===== config.mk =====
export PLATFORM = sky130hd
export DESIGN_NAME = commit_buffer
export DESIGN_NICKNAME = d
export VERILOG_FILES = /design/src/rtl/commit_buffer.sv
export SDC_FILE = /design/constraint.sdc
export NUM_CORES = 1
export LEC_CHECK = 0
export BUFFER_PORTS_ARGS = -buffer_cell sky130_fd_sc_hd__buf_4
export CAP_MARGIN = 10
export CORE_MARGIN = 5
export CORE_UTILIZATION = 41
export CTS_BUF_LIST = sky130_fd_sc_hd__clkbuf_16
export DETAILED_ROUTE_END_ITERATION = 10
export GPL_ROUTABILITY_DRIVEN = 1
export PLACE_DENSITY = 0.56
export SLEW_MARGIN = 40
export SYNTH_ARGS = -nofsm -noshare
export SYNTH_HDL_FRONTEND = slang
export SYNTH_SLANG_ARGS = --single-unit

===== constraint.sdc =====
create_clock -name clk -period 7.35 [get_ports clk]
set_input_delay 0.735 -clock clk [delete_from_list [all_inputs] [get_ports clk]]
set_output_delay 0.735 -clock clk [all_outputs]
set_load 0.03 [all_outputs]

===== src/rtl/commit_buffer.sv =====
// commit_buffer: in-order retirement of CDB results as single register-file write pulses
module commit_buffer #(
  parameter int DEPTH = 8,
  parameter int TAG_W = 4
) (
  input  logic                   clk,
  input  logic                   reset,
  input  logic                   alloc_valid,
  input  logic [TAG_W-1:0]       alloc_tag,
  input  logic [4:0]             alloc_rd,
  output logic                   alloc_ready,
  input  logic                   cdb_valid,
  input  logic [TAG_W-1:0]       cdb_tag,
  input  logic [31:0]            cdb_data,
  output logic                   commit_valid,
  output logic [4:0]             commit_addr,
  output logic [31:0]            commit_data,
  output logic [$clog2(DEPTH):0] count,
  output logic                   empty,
  output logic                   full
);
  localparam int PW = $clog2(DEPTH);
  localparam int CW = PW + 1;
  logic [DEPTH-1:0] busy, ready;
  logic [TAG_W-1:0] tag_q  [DEPTH];
  logic [4:0]       rd_q   [DEPTH];
  logic [31:0]      data_q [DEPTH];
  logic [PW-1:0]    head, tail;
  logic             alloc_acc, retire;
  assign full        = count == CW'(DEPTH);
  assign empty       = count == '0;
  assign alloc_ready = !full;
  assign alloc_acc   = alloc_valid && !full;
  assign retire      = busy[head] && ready[head];
  // capture broadcasts, allocate at tail, retire the head once its result is in
  always_ff @(posedge clk) begin
    if (reset) begin
      busy         <= '0;
      ready        <= '0;
      head         <= '0;
      tail         <= '0;
      count        <= '0;
      commit_valid <= 1'b0;
      commit_addr  <= '0;
      commit_data  <= '0;
    end else begin
      for (int i = 0; i < DEPTH; i++)
        if (cdb_valid && busy[i] && !ready[i] && tag_q[i] == cdb_tag) begin
          ready[i]  <= 1'b1;
          data_q[i] <= cdb_data;
        end
      if (alloc_acc) begin
        busy[tail]  <= 1'b1;
        ready[tail] <= 1'b0;
        tag_q[tail] <= alloc_tag;
        rd_q[tail]  <= alloc_rd;
        tail        <= tail + 1'b1;
      end
      commit_valid <= retire && rd_q[head] != '0;
      if (retire) begin
        busy[head] <= 1'b0;
        head       <= head + 1'b1;
        if (rd_q[head] != '0) begin
          commit_addr <= rd_q[head];
          commit_data <= data_q[head];
        end
      end
      count <= count + CW'(alloc_acc) - CW'(retire);
    end
  end
endmodule


## Word level (Yosys, flattened, before mapping)

Memories as Yosys holds them, arrays and structs flattened. A register that Yosys moved wholly into a read port is not among the register bits.
Index checks and enable logic that the tools add are counted.
Widths: inputs -> output; s select.

| operators by class | value |
|---|---|
| $lt $le $gt $ge | 4 |
| bitwise logic cells | 5 |
| reduce and logical (&&, ||, !) cells | 41 |
| mux-type cells | 57 |
| eq/ne operators | 9 |
| add/subtract/negate cells | 4 |

Operators by type and width:

| kind | count |
|---|---|
| $mux 1 | 47 |
| $eq 4x4->1 | 8 |
| $mux 8 | 4 |
| $logic_and 1x1->1 | 29 |
| $and 8x8->8 | 2 |
| $not 8->8 | 2 |
| $logic_not 1->1 | 9 |
| $lt 3x4->1 const B | 2 |
| $or 8x8->8 | 1 |
| $add 3x1->3 const B | 2 |
| $bmux 1 s3 | 2 |
| $demux 1 s3 | 2 |
| $ge 3x1->1 const B | 2 |
| $mux 3 | 2 |
| $reduce_bool 5->1 | 1 |
| $add 4x1->4 | 1 |
| $eq 4x4->1 const B | 1 |
| $logic_not 4->1 | 1 |
| $sub 4x1->4 | 1 |
| $reduce_and 2->1 | 1 |

| word-level totals | value |
|---|---|
| word-level logic and storage cells | 130 |
| bits in writable memories | 328 |
| flip-flop bits (word level) | 32 |
| memories | 3 |
| input port bits | 49 |

Memory list:

| name | depth | width | read ports | clocked after Yosys merged registers in | write ports | RTL line | source |
|---|---|---|---|---|---|---|---|
| data_q | 8 | 32 | 1 | 1 | 8 | 27 | `logic [31:0] data_q [DEPTH];` |
| rd_q | 8 | 5 | 1 | 1 | 1 | 26 | `logic [4:0] rd_q [DEPTH];` |
| tag_q | 8 | 4 | 8 | 0 | 1 | 25 | `logic [TAG_W-1:0] tag_q [DEPTH];` |

## Longest topological paths before layout

Gate-level depths: netlist (run 1).

| logic depth | value |
|---|---|
| depth after elaboration | 9 |
| gate-level depth with buffers | 14 |
| depth with buffers taken out | 12 |

## Worst setup path before layout (run 1)

No wires, ideal clock.

| timing path | value |
|---|---|
| kind | input-to-reg |
| from | in cdb_tag[3] |
| to | mem data_q[2][0] (enable) |
| stages | 4 |
| arrival time | 4.517 ns |
| path buffers | 1 |
| path slack | 2.332 ns |
| path through | clkbuf_1 > xnor2_1 > nand3_1 > nor4_1 |

RTL lines:

| element | RTL line | source |
|---|---|---|
| start, declared | 13 | `input logic [TAG_W-1:0] cdb_tag,` |
| end, declared | 27 |  |

==> results, run 1 <==
- The run finished with clean final reports.
- The internal cell power is 0.00402 W.
- The average wire per cell in the routed design is 22.8 um.
- After clock tree synthesis, the clock-pin slew on the worst setup and hold paths is 0.06 ns.
- The global-route congestion overflow total is 0.
- The clock reaches the later pin of the worst-skew pair after 0.54 ns.
- The number of clock sinks is 395.
- The worst setup slack for register-to-register paths is 4.11 ns.
- The final weighted congestion in routability-driven placement is 0.765.
- The sequential cell area fraction in the yosys report is 70.2%.
- The critical setup path kind is register to register.
- The analysis attributes to net switching a power of 0.00152 W.
- Port buffering added 93 buffers.
- The area of the die is 42900 um2.
- In this run, synthesis produced a sequential element count of 395.
- In the layout the commonest cells are sky130_fd_sc_hd__edfxtp_1, sky130_fd_sc_hd__buf_4, sky130_fd_sc_hd__dfxtp_1.
- At the pin with the least slew margin, the transition time is 0.785 ns.
- The number of different library cells in the post-synthesis netlist is 55.
- In this run the mean area of a mapped cell was 17.0 um2.
- The core region is 38600 um2.
- The synthesized design contains 328 enable-type register cells.
- The clock tree synthesis step divided the H-tree into 2 levels.
- After legalization and detailed placement, the total HPWL measured 19.8 mm.
- Leaving out fill and tap cells, the most frequent cell in the layout is sky130_fd_sc_hd__edfxtp_1.
- The proportion of power drawn by flip-flops and latches is 46.4%.
- The overall die height is 207 um.
- The number of vias per cell is 5.60.
- The classification of the worst-slack hold path is primary input to register.
- During synthesis, Yosys emitted a total of 0 warnings.
- At the end of the flow the core is filled with cells to 47.8%.
- The clock power share is 35.2%.
- Among all flip-flop cells after synthesis, the most frequent one is sky130_fd_sc_hd__edfxtp_1.
- The worst register-to-register path ends at commit_data[16].
- Compared with the post-synthesis result, the final layout area differs by 15.5%.
- Net switching is 27.5% of the power.
- Synthesis produced 940 cells.
- The largest net degree at the start of global routing is 73.
- The aggregate global-route resource usage is 16.4%.
- The worst setup path is launched from a register.
- For this run, asynchronously set or reset flops after synthesis account for 0%.
- The share of layout cells above drive strength 1 is 22.6%.
- The layer flagged by global routing as most heavily used is met2.
- The post-synth design cell area is 15900 um2.
- The floorplan row count is 72.
- The kind of capture point of the worst setup path is a register.
- The number of nets handed over by synthesis was 998.
- For this run, design rule violations remaining after detail routing come to 0.
- Global routing used 2.72% of the available met3 tracks.
- The number of buffers added by the clock tree synthesis step is 41.
- The highest clock rate is 309 MHz.
- The tool flagged a number of max-cap violations equal to 0.
- Global routing used 27.4% of the available met2 tracks.
- In this run the worst path has a maximum fanout of 70.
- The final count of negative-setup-slack endpoints is 0.
- Counting I/O delays and the setup requirement, the final critical path takes 3.24 ns.
- The fraction of the cycle the final worst path needs is 44.1%.
- The leakage power figure is 5.96 nW.
- The count of boundary I/O pins is 94.
- The number of max-slew violations in the final report was 0.
- Across the VDD grid, the largest voltage drop is 197 uV.
- The number of failing hold endpoints at the final stage is 0.
- The relative max-transition margin is 47.7%.
- The number of gates resized after CTS was 0.
- The root buffer cell chosen for the clock tree is sky130_fd_sc_hd__clkbuf_16.
- Adding up every negative setup slack in the final design gives 0 ns.
- The number of hold buffers added after CTS was 0.
- Counting cells, the worst reg-to-reg path comes to 6.
- For the final database, setup skew stands at 0.0124 ns.
- The global routing usage on met1 is 22.6%.
- The DRC violation total after the first TritonRoute iteration is 470.
- The number of optimization iterations in the first detailed-route pass is 5.
- The combinational cell fraction of total power is 18.4%.
- After detailed routing, the total wire length is 35.8 mm.
- The number of nets in the finished design is 1081.
- The required time of the critical path is 7.77 ns.
- The first global-routing pass estimated 55.2 mm of wire.
- The TritonCTS clock tree is done.
- The clock passes through at most 3 buffers.
- Data on the critical path arrives at its endpoint at 3.66 ns.
- Buffers added to address setup during post-CTS repair amount to 0.
- The number of routed nets with antenna violations is 0.
- In this run the horizontal extent of the chip is 207 um.
- The initial antenna violation count was 2.
- The initial standard-cell utilization of the core is 41.4%.
- The capturing element of the worst setup path is commit_data[16].
- The power per cell area is 301 nW/um2.
- Setup repair after global routing left no endpoint under its margin.
- The number of global-route vias before repair is 9017.
- The routed layout has 8809 vias.
worst max-delay path, cell delays in order, from the launching register on:
cell	delay (ns)
sky130_fd_sc_hd__dfxtp_1	0.66
sky130_fd_sc_hd__mux4_1	0.63
sky130_fd_sc_hd__mux2_4	0.31
sky130_fd_sc_hd__nor4_4	0.26
sky130_fd_sc_hd__buf_4	0.62
sky130_fd_sc_hd__a2111oi_1	0.22
sky130_fd_sc_hd__a311o_1	0.36
logic make-up after synthesis:
family          after synthesis  share of synthesized area (%)
simple gates                132                           5.14
xor+xnor                     36                           1.98
buf+inv                      90                           3.13
mux                         112                           10.6
flops                       395                           70.2
compound gates              166                           8.25
fa+ha+maj                     9                          0.753
synthesized netlist by cell type (8+ instances only):
library cell	count	share of area, %
sky130_fd_sc_hd__a2111oi_1	31	1.9
sky130_fd_sc_hd__a21oi_1	11	0.35
sky130_fd_sc_hd__a22oi_1	31	1.5
sky130_fd_sc_hd__a311o_1	31	1.9
sky130_fd_sc_hd__and4_1	29	1.6
sky130_fd_sc_hd__buf_1	9	0.21
sky130_fd_sc_hd__buf_2	14	0.44
sky130_fd_sc_hd__clkbuf_1	35	0.82
sky130_fd_sc_hd__dfxtp_1	67	8.4
sky130_fd_sc_hd__edfxtp_1	328	62
sky130_fd_sc_hd__ha_1	8	0.63
sky130_fd_sc_hd__inv_1	14	0.33
sky130_fd_sc_hd__mux2i_1	65	4.1
sky130_fd_sc_hd__mux4_2	36	5.1
sky130_fd_sc_hd__nand2_1	14	0.33
sky130_fd_sc_hd__nand3_1	16	0.50
sky130_fd_sc_hd__nor2_1	26	0.61
sky130_fd_sc_hd__nor2b_1	8	0.31
sky130_fd_sc_hd__nor3_1	12	0.38
sky130_fd_sc_hd__o21ai_0	34	1.1
sky130_fd_sc_hd__xnor2_1	30	1.6
layer usage:
metal  vias to the layer above  wire length (um)
met1                      4566             16000
met3                        56              1400
met5                         -                13
met4                         2               859
li1                       4003                 -
met2                       182             17500
metrics by stage:
stage                     setup slack [ns]  hold slack (ns)  std cells  area, um2  power, W
after global placement                4.05            0.478       1496      17100   0.00361
after global routing                  3.91            0.417       1573      18400   0.00578
after detailed placement              4.10            0.485       1498      17200   0.00365
after CTS                             4.08            0.408       1572      18400   0.00560
final                                 4.11            0.434       1573      18400   0.00554
after floorplan                       2.33            0.461        940      15900   0.00331
final cells by class:
class                   instances  area [um2]
flip-flops and latches        395       11200
fillers                      3342       20100
clock buffers                  43        1080
multi-input cells             455        4360
clock inverters                31         183
inverters                      15        56.3
well taps                     518         648
repair buffers                115         902
diodes                          1        2.50
power by group through the flow:
stage                     Combinational, W  Sequential, W  Clock (W)
after floorplan                   0.000610        0.00270          0
after global placement            0.000997        0.00262          0
after detailed placement           0.00103        0.00262          0
after CTS                          0.00103        0.00257    0.00199
after global routing               0.00110        0.00258    0.00209
final                              0.00102        0.00257    0.00195
state kept, by name (all words and copies together) (netlist names), named ones only:
name and flops:
busy 8, commit_addr 5, commit_data 32, commit_valid 1, count 4, data_q 256, head 3, rd_q 40
ready 8, tag_q 32, tail 3
worst min-delay path by stage:
stage / from / to / slack [ns] / depth (start not counted)
after global routing: cdb_data[31] / data_q[0][31] / 0.42 / 1
after CTS: alloc_rd[0] / rd_q[4][0] / 0.41 / 1
after global placement: busy[5] / busy[5] / 0.48 / 2
after floorplan: busy[4] / busy[4] / 0.46 / 2
final: alloc_rd[1] / rd_q[5][1] / 0.43 / 1
after detailed placement: busy[5] / busy[5] / 0.48 / 2
No activity file was read; power rests on OpenSTA's default activity.
==> run 2: changes to the inputs <==
--- a/config.mk
+++ b/config.mk
@@ -5,6 +5,7 @@
 export SDC_FILE = /design/constraint.sdc
 export NUM_CORES = 1
 export LEC_CHECK = 0
+export ABC_AREA = 1
 export BUFFER_PORTS_ARGS = -buffer_cell sky130_fd_sc_hd__buf_4
 export CAP_MARGIN = 10
 export CORE_MARGIN = 5
@@ -12,7 +13,7 @@
 export CTS_BUF_LIST = sky130_fd_sc_hd__clkbuf_16
 export DETAILED_ROUTE_END_ITERATION = 10
 export GPL_ROUTABILITY_DRIVEN = 1
-export PLACE_DENSITY = 0.56
+export PLACE_DENSITY = 0.59
 export SLEW_MARGIN = 40
 export SYNTH_ARGS = -nofsm -noshare
 export SYNTH_HDL_FRONTEND = slang
==> constraint.sdc (replaced) <==
create_clock -name clk -period 2.7 [get_ports clk]
set_input_delay 0.27 -clock clk [delete_from_list [all_inputs] [get_ports clk]]
set_output_delay 0.27 -clock clk [all_outputs]
set_load 0.03 [all_outputs]
==> results, run 2 <==
- The filler cell count is 3337 (-0.15%).
- The count of warnings emitted by yosys is 0 (unchanged).
- The post-synth design cell area came to 15600 um2 (-2.3%).
- The number of vias per cell is 5.03 (-10%).
- The relative max-transition margin is 59.2% (+11 points).
- The initial antenna violation count is 2 (unchanged).
- The clock-pin slew of the registers on the worst-case setup and hold paths is 0.06 ns (about the same).
- The share of the synthesized area in the top cell type is 63.2% (+1.5 points).
- The DRC violation total after the first TritonRoute iteration is 730 (+55%).
- For this run, the leading register cell type out of synthesis is sky130_fd_sc_hd__edfxtp_1.
- The critical path startpoint category is a register.
- The number of cells upsized or downsized after cts was 0 (unchanged).
- Setup repair after global routing left no endpoint under its margin.
- The number of routed nets with antenna violations is 0 (unchanged).
- The area of the die is 42000 um2 (-2.2%).
- The most flop-heavy register is data_q.
- Sorting the synthesized cells by area gives the leading types as sky130_fd_sc_hd__edfxtp_1, sky130_fd_sc_hd__dfxtp_1, sky130_fd_sc_hd__nor2_1, sky130_fd_sc_hd__o21ai_0, sky130_fd_sc_hd__nand2_1.
- The number of buffers added by the clock tree synthesis step was 43 (+4.9%).
- The share of async-settable or async-resettable flops after synthesis is 0% (unchanged).
- The worst slack after detailed placement is 0.423 ns (-3.68 ns).
- The xor/xnor share of the synthesized area was 0.675% (-1.3 points).
- The total vias in the final route is 10200 (+16%).
- The number of global-route vias before repair is 10100 (+12%).
- The number of enable flip-flop cells after synthesis is 328 (unchanged).
- The global-route congestion overflow total is 0 (unchanged).
- The overall die height came to 205 um (-1.1%).
- The routed length on met1 was 16.4 mm (+2.1%).
- The final standard cell count with taps included and fillers excluded is 2027 (+29%).
- The post-CTS setup buffer count was 0 (unchanged).
- The number of max-slew violations in the final report is 0 (unchanged).
- The clock latency on the worst-skew pair is 0.56 ns (+0.02 ns).
- The aggregate global-route resource usage is 17.4% (+0.98 points).
- The first-pass GRT wire length is 57.0 mm (+3.4%).
- The largest net degree at the start of global routing is 130 (+78%).
- The largest registers in the layout are data_q: 256 flops, rd_q: 40 flops.
- The worst-case setup margin in the final layout is 0.404 ns (-3.71 ns).
- The cell count after synthesis is 1340 (+43%).
- Traced cell by cell, the critical path runs through nor2_2 -> o211ai_1 -> nand2_1 -> inv_1 -> nand2_1 -> nand2_2 -> inv_2 -> ha_1 -> inv_1 -> ha_1 -> fa_1 -> xnor2_1 -> nor2_1.
- The largest individual stage delay along the critical path comes from the cell sky130_fd_sc_hd__dfxtp_1.
- The arithmetic-cell share of the synthesized area counting full adders, half adders and majority gates came to 0.771% (+0.018 points).
- The final worst clock skew is 0.0267 ns (+0.0143 ns).
- The maximum buffer depth of the clock tree is 3 (unchanged).
- The number of flip-flops in the largest register is 256 (unchanged).
- The critical setup path kind is register to register.
- The routed length on met3 was 1.99 mm (+42%).
- The number of clock sinks is 395 (unchanged).
- The synthesized-area fraction occupied by ao, oa, aoi and oai cells was 9.17% (+0.93 points).
- The highest clock rate is 436 MHz (+41%).
- The kind of capture point of the worst setup path is a register.
- The total wire length came to 36.5 mm (+1.9%).
- The combinational family with the most area after synthesis is simple AND/OR/NAND/NOR gates.
- The worst supply voltage drop on vdd is 390 uV (+98%).
- From synthesis to final layout, the design area changed by 20.6%.
- The number of port buffers came to 93 (unchanged).
- The share of layout cells above drive strength 1 is 13.0% (-9.6 points).
- The routed wire length on met2 is 17.3 mm (-0.95%).
- The final weighted congestion in routability-driven placement is 0.828 (+8.2%).
- The library cell used most frequently in the layout, excluding fill and tap cells, is sky130_fd_sc_hd__edfxtp_1.
- In the layout the commonest cells are sky130_fd_sc_hd__edfxtp_1, sky130_fd_sc_hd__nor2_1, sky130_fd_sc_hd__nand2_1.
- The area of the placeable core is 37600 um2 (-2.5%).
- The average wire per cell in the routed design is 18.0 um (-21%).
- The root buffer cell chosen for the clock tree is sky130_fd_sc_hd__clkbuf_16.
- The transition time of the tightest slew-check pin is 0.613 ns (-0.172 ns).
- Sorting the synthesized cells by how often they occur yields sky130_fd_sc_hd__edfxtp_1, sky130_fd_sc_hd__nor2_1, sky130_fd_sc_hd__nand2_1, sky130_fd_sc_hd__o21ai_0, sky130_fd_sc_hd__inv_1.
- The detailed-placement wirelength estimate is 20.1 mm (+1.7%).
- The number of failing hold endpoints at the final stage was 0 (unchanged).
- The number of nets produced by synthesis is 1398 (+40%).
- The simple-gate area share of the yosys netlist is 13.0% (+7.8 points).
- The power per cell area was 688 nW/um2 (+130%).
- The sequential cell area fraction in the yosys report is 71.8% (+1.7 points).
- The worst endpoint data arrival time is 2.72 ns (-0.94 ns).
- The library cell occupying the most area in the post-synthesis netlist is sky130_fd_sc_hd__edfxtp_1.
- The fraction of the cycle the final worst path needs is 85.0% (+41 points).
- The TritonCTS clock tree is done.
- The leakage power figure came to 6.83 nW (+15%).
- Signal routing reaches up to met4.
- The number of DRC violations after detailed routing is 0 (unchanged).
- The cell total after placement is 1905 (+27%).
- The max-cap violation count is 0 (unchanged).
- The number of optimization iterations in the first detailed-route pass is 5 (unchanged).
- The maximum single-stage delay on the critical path is 0.46 ns (-0.20 ns).
- The minimum clock period after layout is 2.30 ns (-0.944 ns).
- The largest fanout on the critical path is 8 (-89%).
- The initial standard-cell utilization of the core was 41.5% (+0.093 points).
- The count of boundary I/O pins is 94 (unchanged).
- The flip-flop and latch count after synthesis came to 395 (unchanged).
- The number of nets in the finished design is 1538 (+42%).
- The post-route total power is 0.0129 W (+130%).
- The die outline width was 205 um (-1.1%).
- The H-tree depth reported by CTS is 2 (unchanged).
- The floorplan row count is 71 (-1.4%).
- The mux cell area share after synthesis is 0% (-11 points).
- The worst hold path belongs to the class primary input to register.
- The number of different library cells in the post-synthesis netlist is 42 (-24%).
- The required time of the critical path is 3.12 ns (-4.65 ns).
- The final count of negative-setup-slack endpoints is 0 (unchanged).
- Yosys instantiated no cell more often than sky130_fd_sc_hd__edfxtp_1.
- The synthesized area per cell is 11.6 um2 (-31%).
- The flow ran to the end, and the final reports show no timing, DRC or antenna violations.
[run 2: cell types whose count changed after synthesis, sizes merged, moves of 42 or more]
cell	delta
mux4	-42
o21ai	+106
nor2	+244
inv	+91
nand3	+61
mux2i	-65
nand2	+116
o22ai	+72
[run 2: where the power goes]
group          total, W  switching, W  internal, W  leakage [nW]
clock           0.00549       0.00230      0.00319         0.697
combinational  0.000717      0.000446     0.000271          2.64
sequential      0.00671     0.0000428      0.00667          3.49
[run 2: cell type report]
type / instances / area [um2] / share of cell area (%)
antenna: 2 / 5.00 / 0.0266
tap: 511 / 639 / 3.40
inverter: 107 / 405 / 2.16
sequential: 395 / 11200 / 59.6
multi-input combinational: 770 / 3730 / 19.9
clock buffer: 43 / 1080 / 5.73
timing repair buffer: 163 / 1460 / 7.79
clock inverter: 36 / 265 / 1.41
[run 2: final timing paths]
| kind | start | end | slack (ns) | depth (start not counted) |
|---|---|---|---|---|
| worst max-delay path | head[2] | count[2] | 0.40 | 13 |
| worst min-delay path | reset | count[0] | 0.17 | 2 |
| worst max register to register | head[2] | count[2] | 0.40 | 13 |
| worst min register to register | commit_addr[1] | commit_addr[1] | 0.47 | 2 |
[run 2: cell families after synthesis]
family          count (synthesis)
fa+ha+maj                       9
buf+inv                       175
compound gates                252
flops                         395
simple gates                  497
xor+xnor                       12
[run 2: per-layer routing]
metal  GRT usage (%)  vias up
met5               0        -
met4            4.86        0
met3            3.13       60
met2            28.8      239
met1            23.8     4913
li1                -     4979
[run 2: what timing repair did]
item | CTS | global route
setup endpoints to repair | 0 | 0
hold buffers | 41 | 0
endpoints found under the hold margin | 328 | 0
[run 2: through the flow]
stage	hold slack (ns)	area (um2)	TNS (ns)	utilization, %
after floorplan	0.369	15600	-2.33	-
after global placement	0.466	17000	0	45.3
after detailed placement	0.469	17000	0	45.3
after CTS	0.142	18800	0	50.0
after global routing	0.160	18800	0	50.0
final	0.166	18800	0	50.0
[run 2: critical path, delay by kind of cell, from the launching register on]
family,cells,cell delay [ns]
adder cells (fa/ha/maj),3,0.85
flip-flops,1,0.46
AND/OR/NAND/NOR,5,0.43
XOR/XNOR,1,0.17
buffers and inverters,3,0.15
AO/OA/AOI/OAI,1,0.10
==> run 3: changes to the inputs <==
--- a/config.mk
+++ b/config.mk
@@ -10,10 +10,10 @@
 export CAP_MARGIN = 10
 export CORE_MARGIN = 5
 export CORE_UTILIZATION = 41
-export CTS_BUF_LIST = sky130_fd_sc_hd__clkbuf_16
+export CTS_BUF_LIST = sky130_fd_sc_hd__clkbuf_4
 export DETAILED_ROUTE_END_ITERATION = 10
 export GPL_ROUTABILITY_DRIVEN = 1
-export PLACE_DENSITY = 0.59
+export PLACE_DENSITY = 0.56
 export SLEW_MARGIN = 40
 export SYNTH_ARGS = -nofsm -noshare
 export SYNTH_HDL_FRONTEND = slang
==> constraint.sdc (replaced) <==
create_clock -name clk -period 2.4 [get_ports clk]
set_input_delay 0.24 -clock clk [delete_from_list [all_inputs] [get_ports clk]]
set_output_delay 0.24 -clock clk [all_outputs]
set_load 0.03 [all_outputs]
==> results, run 3 (synthesis gave the netlist of run 2 again) <==
- The top cell types in the final layout, fill and taps aside, are sky130_fd_sc_hd__edfxtp_1, sky130_fd_sc_hd__nor2_1, sky130_fd_sc_hd__clkbuf_4.
- The critical setup path kind is register to register.
- The global-route congestion overflow total was 0 (unchanged).
- The required time of the critical path is 3.04 ns (-0.08 ns).
- The footprint of the multi-input gates is 3760 um2 (+0.57%).
- The H-tree depth reported by CTS is 3 (+1).
- The number of cells upsized or downsized after cts is 0 (unchanged).
- The root buffer selected by CTS is sky130_fd_sc_hd__clkbuf_4.
- The area of the placeable core is 37600 um2 (unchanged).
- The final worst clock skew is 0.0668 ns (+0.0401 ns).
- The average wire per cell in the routed design came to 17.2 um (-4.3%).
- The die outline width came to 205 um (unchanged).
- Setup repair after global routing left no endpoint under its margin.
- The post-place instance area came to 17100 um2 (+0.67%).
- The largest net degree at the start of global routing came to 108 (-17%).
- The number of flip-flops in the largest register is 256 (unchanged).
- The count of boundary I/O pins is 94 (unchanged).
- The area of the die came to 42000 um2 (unchanged).
- The worst-case setup margin in the final layout is 0.167 ns (-0.237 ns).
- The critical path starts at head[2].
- The maximum buffer depth of the clock tree came to 3 (unchanged).
- The filler cell count is 3446 (+3.3%).
- The initial antenna violation count was 1 (-1).
- The most flop-heavy register is data_q.
- The switching power as a share of total power is 22.6% (+0.99 points).
- The largest fanout on the critical path is 5 (-3).
- The number of optimization iterations in the first detailed-route pass is 5 (unchanged).
- The signed area change from the synthesized netlist to the final layout is 21.6%.
- The number of clock sinks is 395 (unchanged).
- The clock-pin slew of the registers on the worst-case setup and hold paths is 0.07 ns (about the same).
- The leakage power figure came to 7.02 nW (+2.9%).
- The first-pass GRT wire length is 58.9 mm (+3.3%).
- The number of vias per cell is 4.90 (-2.5%).
- The worst slack after detailed placement was 0.202 ns (-0.222 ns).
- The startpoint identified for the worst register-to-register timing path is head[2].
- The final design area excluding fillers is 18900 um2 (+0.80%).
- The clock latency on the worst-skew pair was 0.79 ns (+0.23 ns).
- The highest clock rate is 448 MHz (+2.8%).
- The largest registers in the layout are data_q: 256 flops, rd_q: 40 flops.
- The number of port buffers is 93 (unchanged).
- The DRC violation total after the first TritonRoute iteration was 646 (-12%).
- The combinational cell fraction of total power is 5.9% (+0.4 points).
- The critical path startpoint category is a register.
- The fraction of the cycle the final worst path needs is 93.0% (+8.0 points).
- The total vias in the final route is 10500 (+3.5%).
- The final weighted congestion in routability-driven placement came to 0.811 (-2.0%).
- The flow ran to the end, and the final reports show no timing, DRC or antenna violations.
- The cell total after placement is 1919 (+0.73%).
- The share of layout cells above drive strength 1 was 20.1% (+7.1 points).
- Leaving out fill and tap cells, the most frequent cell in the layout is sky130_fd_sc_hd__edfxtp_1.
- The startpoint of the most critical hold path is cdb_tag[2].
- The worst supply voltage drop on vdd came to 384 uV (-1.4%).
- The worst endpoint data arrival time is 2.87 ns (+0.15 ns).
- The final standard cell count with taps included and fillers excluded is 2151 (+6.1%).
- The number of nets in the finished design is 1612 (+4.8%).
- The post-route worst hold slack is 0.0953 ns (-0.0703 ns).
- The floorplan row count came to 71 (unchanged).
- The proportion of power drawn by flip-flops and latches is 53.4% (+1.5 points).
- The number of max-slew violations in the final report was 0 (unchanged).
- The max-cap violation count is 0 (unchanged).
- The internal cell power is 0.0109 W (+7.9%).
- The classification of the worst-slack hold path is primary input to register.
- The relative max-transition margin came to 52.6% (-6.6 points).
- The transition time of the tightest slew-check pin was 0.711 ns (+0.0985 ns).
- The clock power share was 40.6% (-1.9 points).
- The minimum clock period after layout is 2.23 ns (-0.0630 ns).
- The number of failing hold endpoints at the final stage is 0 (unchanged).
- TritonCTS built the clock tree.
- The number of routed nets with antenna violations is 0 (unchanged).
- The power per cell area is 746 nW/um2 (+8.4%).
- The power dissipated by switching net loads is 0.00319 W (+14%).
- The aggregate global-route resource usage came to 18.0% (+0.61 points).
- The number of buffers added by the clock tree synthesis step is 99 (+130%).
- The kind of capture point of the worst setup path is a register.
- The initial standard-cell utilization of the core is 41.5% (unchanged).
- The sequential standard cell area is 11200 um2 (unchanged).
- The total wire length is 37.1 mm (+1.6%).
- The final count of negative-setup-slack endpoints was 0 (unchanged).
- The number of DRC violations after detailed routing was 0 (unchanged).
- The detailed-placement wirelength estimate is 20.9 mm (+3.9%).
- The overall die height is 205 um (unchanged).
- The number of global-route vias before repair is 10700 (+6.4%).
run 3: stage by stage:
step / util (%) / total power [W] / setup TNS, ns
final: 50.4 / 0.0141 / 0
after global routing: 50.4 / 0.0148 / 0
after CTS: 50.4 / 0.0143 / 0
after detailed placement: 45.6 / 0.00848 / 0
after global placement: 45.6 / 0.00847 / 0
after floorplan: - / 0.00813 / -5.17
run 3: cell type report:
class / instances / area share (%)
Antenna cell: 1 / 0.0132
Clock buffer: 158 / 6.26
Clock inverter: 28 / 0.813
Inverter: 107 / 2.14
Multi-Input combinational cell: 770 / 19.8
Sequential cell: 395 / 59.1
Tap cell: 511 / 3.38
Timing Repair Buffer: 181 / 8.43
run 3: path summary, 6_finish.rpt:
kind	endpoint	slack (ns)	depth (start not counted)
max reg2reg	count[2]	0.17	13
min reg2reg	commit_addr[2]	0.47	2
min	ready[1]	0.1	5
max	count[2]	0.17	13
run 3: worst max-delay path, stage by stage, from the launching register on:
cell and delay [ns]:
sky130_fd_sc_hd__dfxtp_1 0.47, sky130_fd_sc_hd__nor2_2 0.11, sky130_fd_sc_hd__o211ai_1 0.11, sky130_fd_sc_hd__nand2_1 0.07
sky130_fd_sc_hd__inv_1 0.05, sky130_fd_sc_hd__nand2_1 0.05, sky130_fd_sc_hd__nand2_2 0.09, sky130_fd_sc_hd__inv_2 0.05
sky130_fd_sc_hd__ha_1 0.26, sky130_fd_sc_hd__inv_1 0.04, sky130_fd_sc_hd__ha_1 0.19, sky130_fd_sc_hd__fa_1 0.39
sky130_fd_sc_hd__xnor2_1 0.16, sky130_fd_sc_hd__nor2_1 0.05
run 3: timing repair:
action                    in CTS  in global routing
hold endpoints to repair     346                  0
hold buffers                  45                  0
setup buffers                  0                  0
run 3: power groups by stage:
stage	clock, W	sequential, W	combinational, W
4_1_cts	0.00595	0.00755	0.000845
5_1_grt	0.00630	0.00755	0.000922
2_1_floorplan	0	0.00774	0.000390
3_5_place_dp	0	0.00769	0.000781
3_3_place_gp	0	0.00769	0.000772
6_report	0.00574	0.00755	0.000838
run 3: metal layers:
metal	global-route usage, %	vias to the layer above	share of wire [%]
met4	6.36	0	2.0
met5	0	-	0
met1	23.5	5057	45
met3	3.72	58	4.8
li1	-	5201	-
met2	30.1	232	48
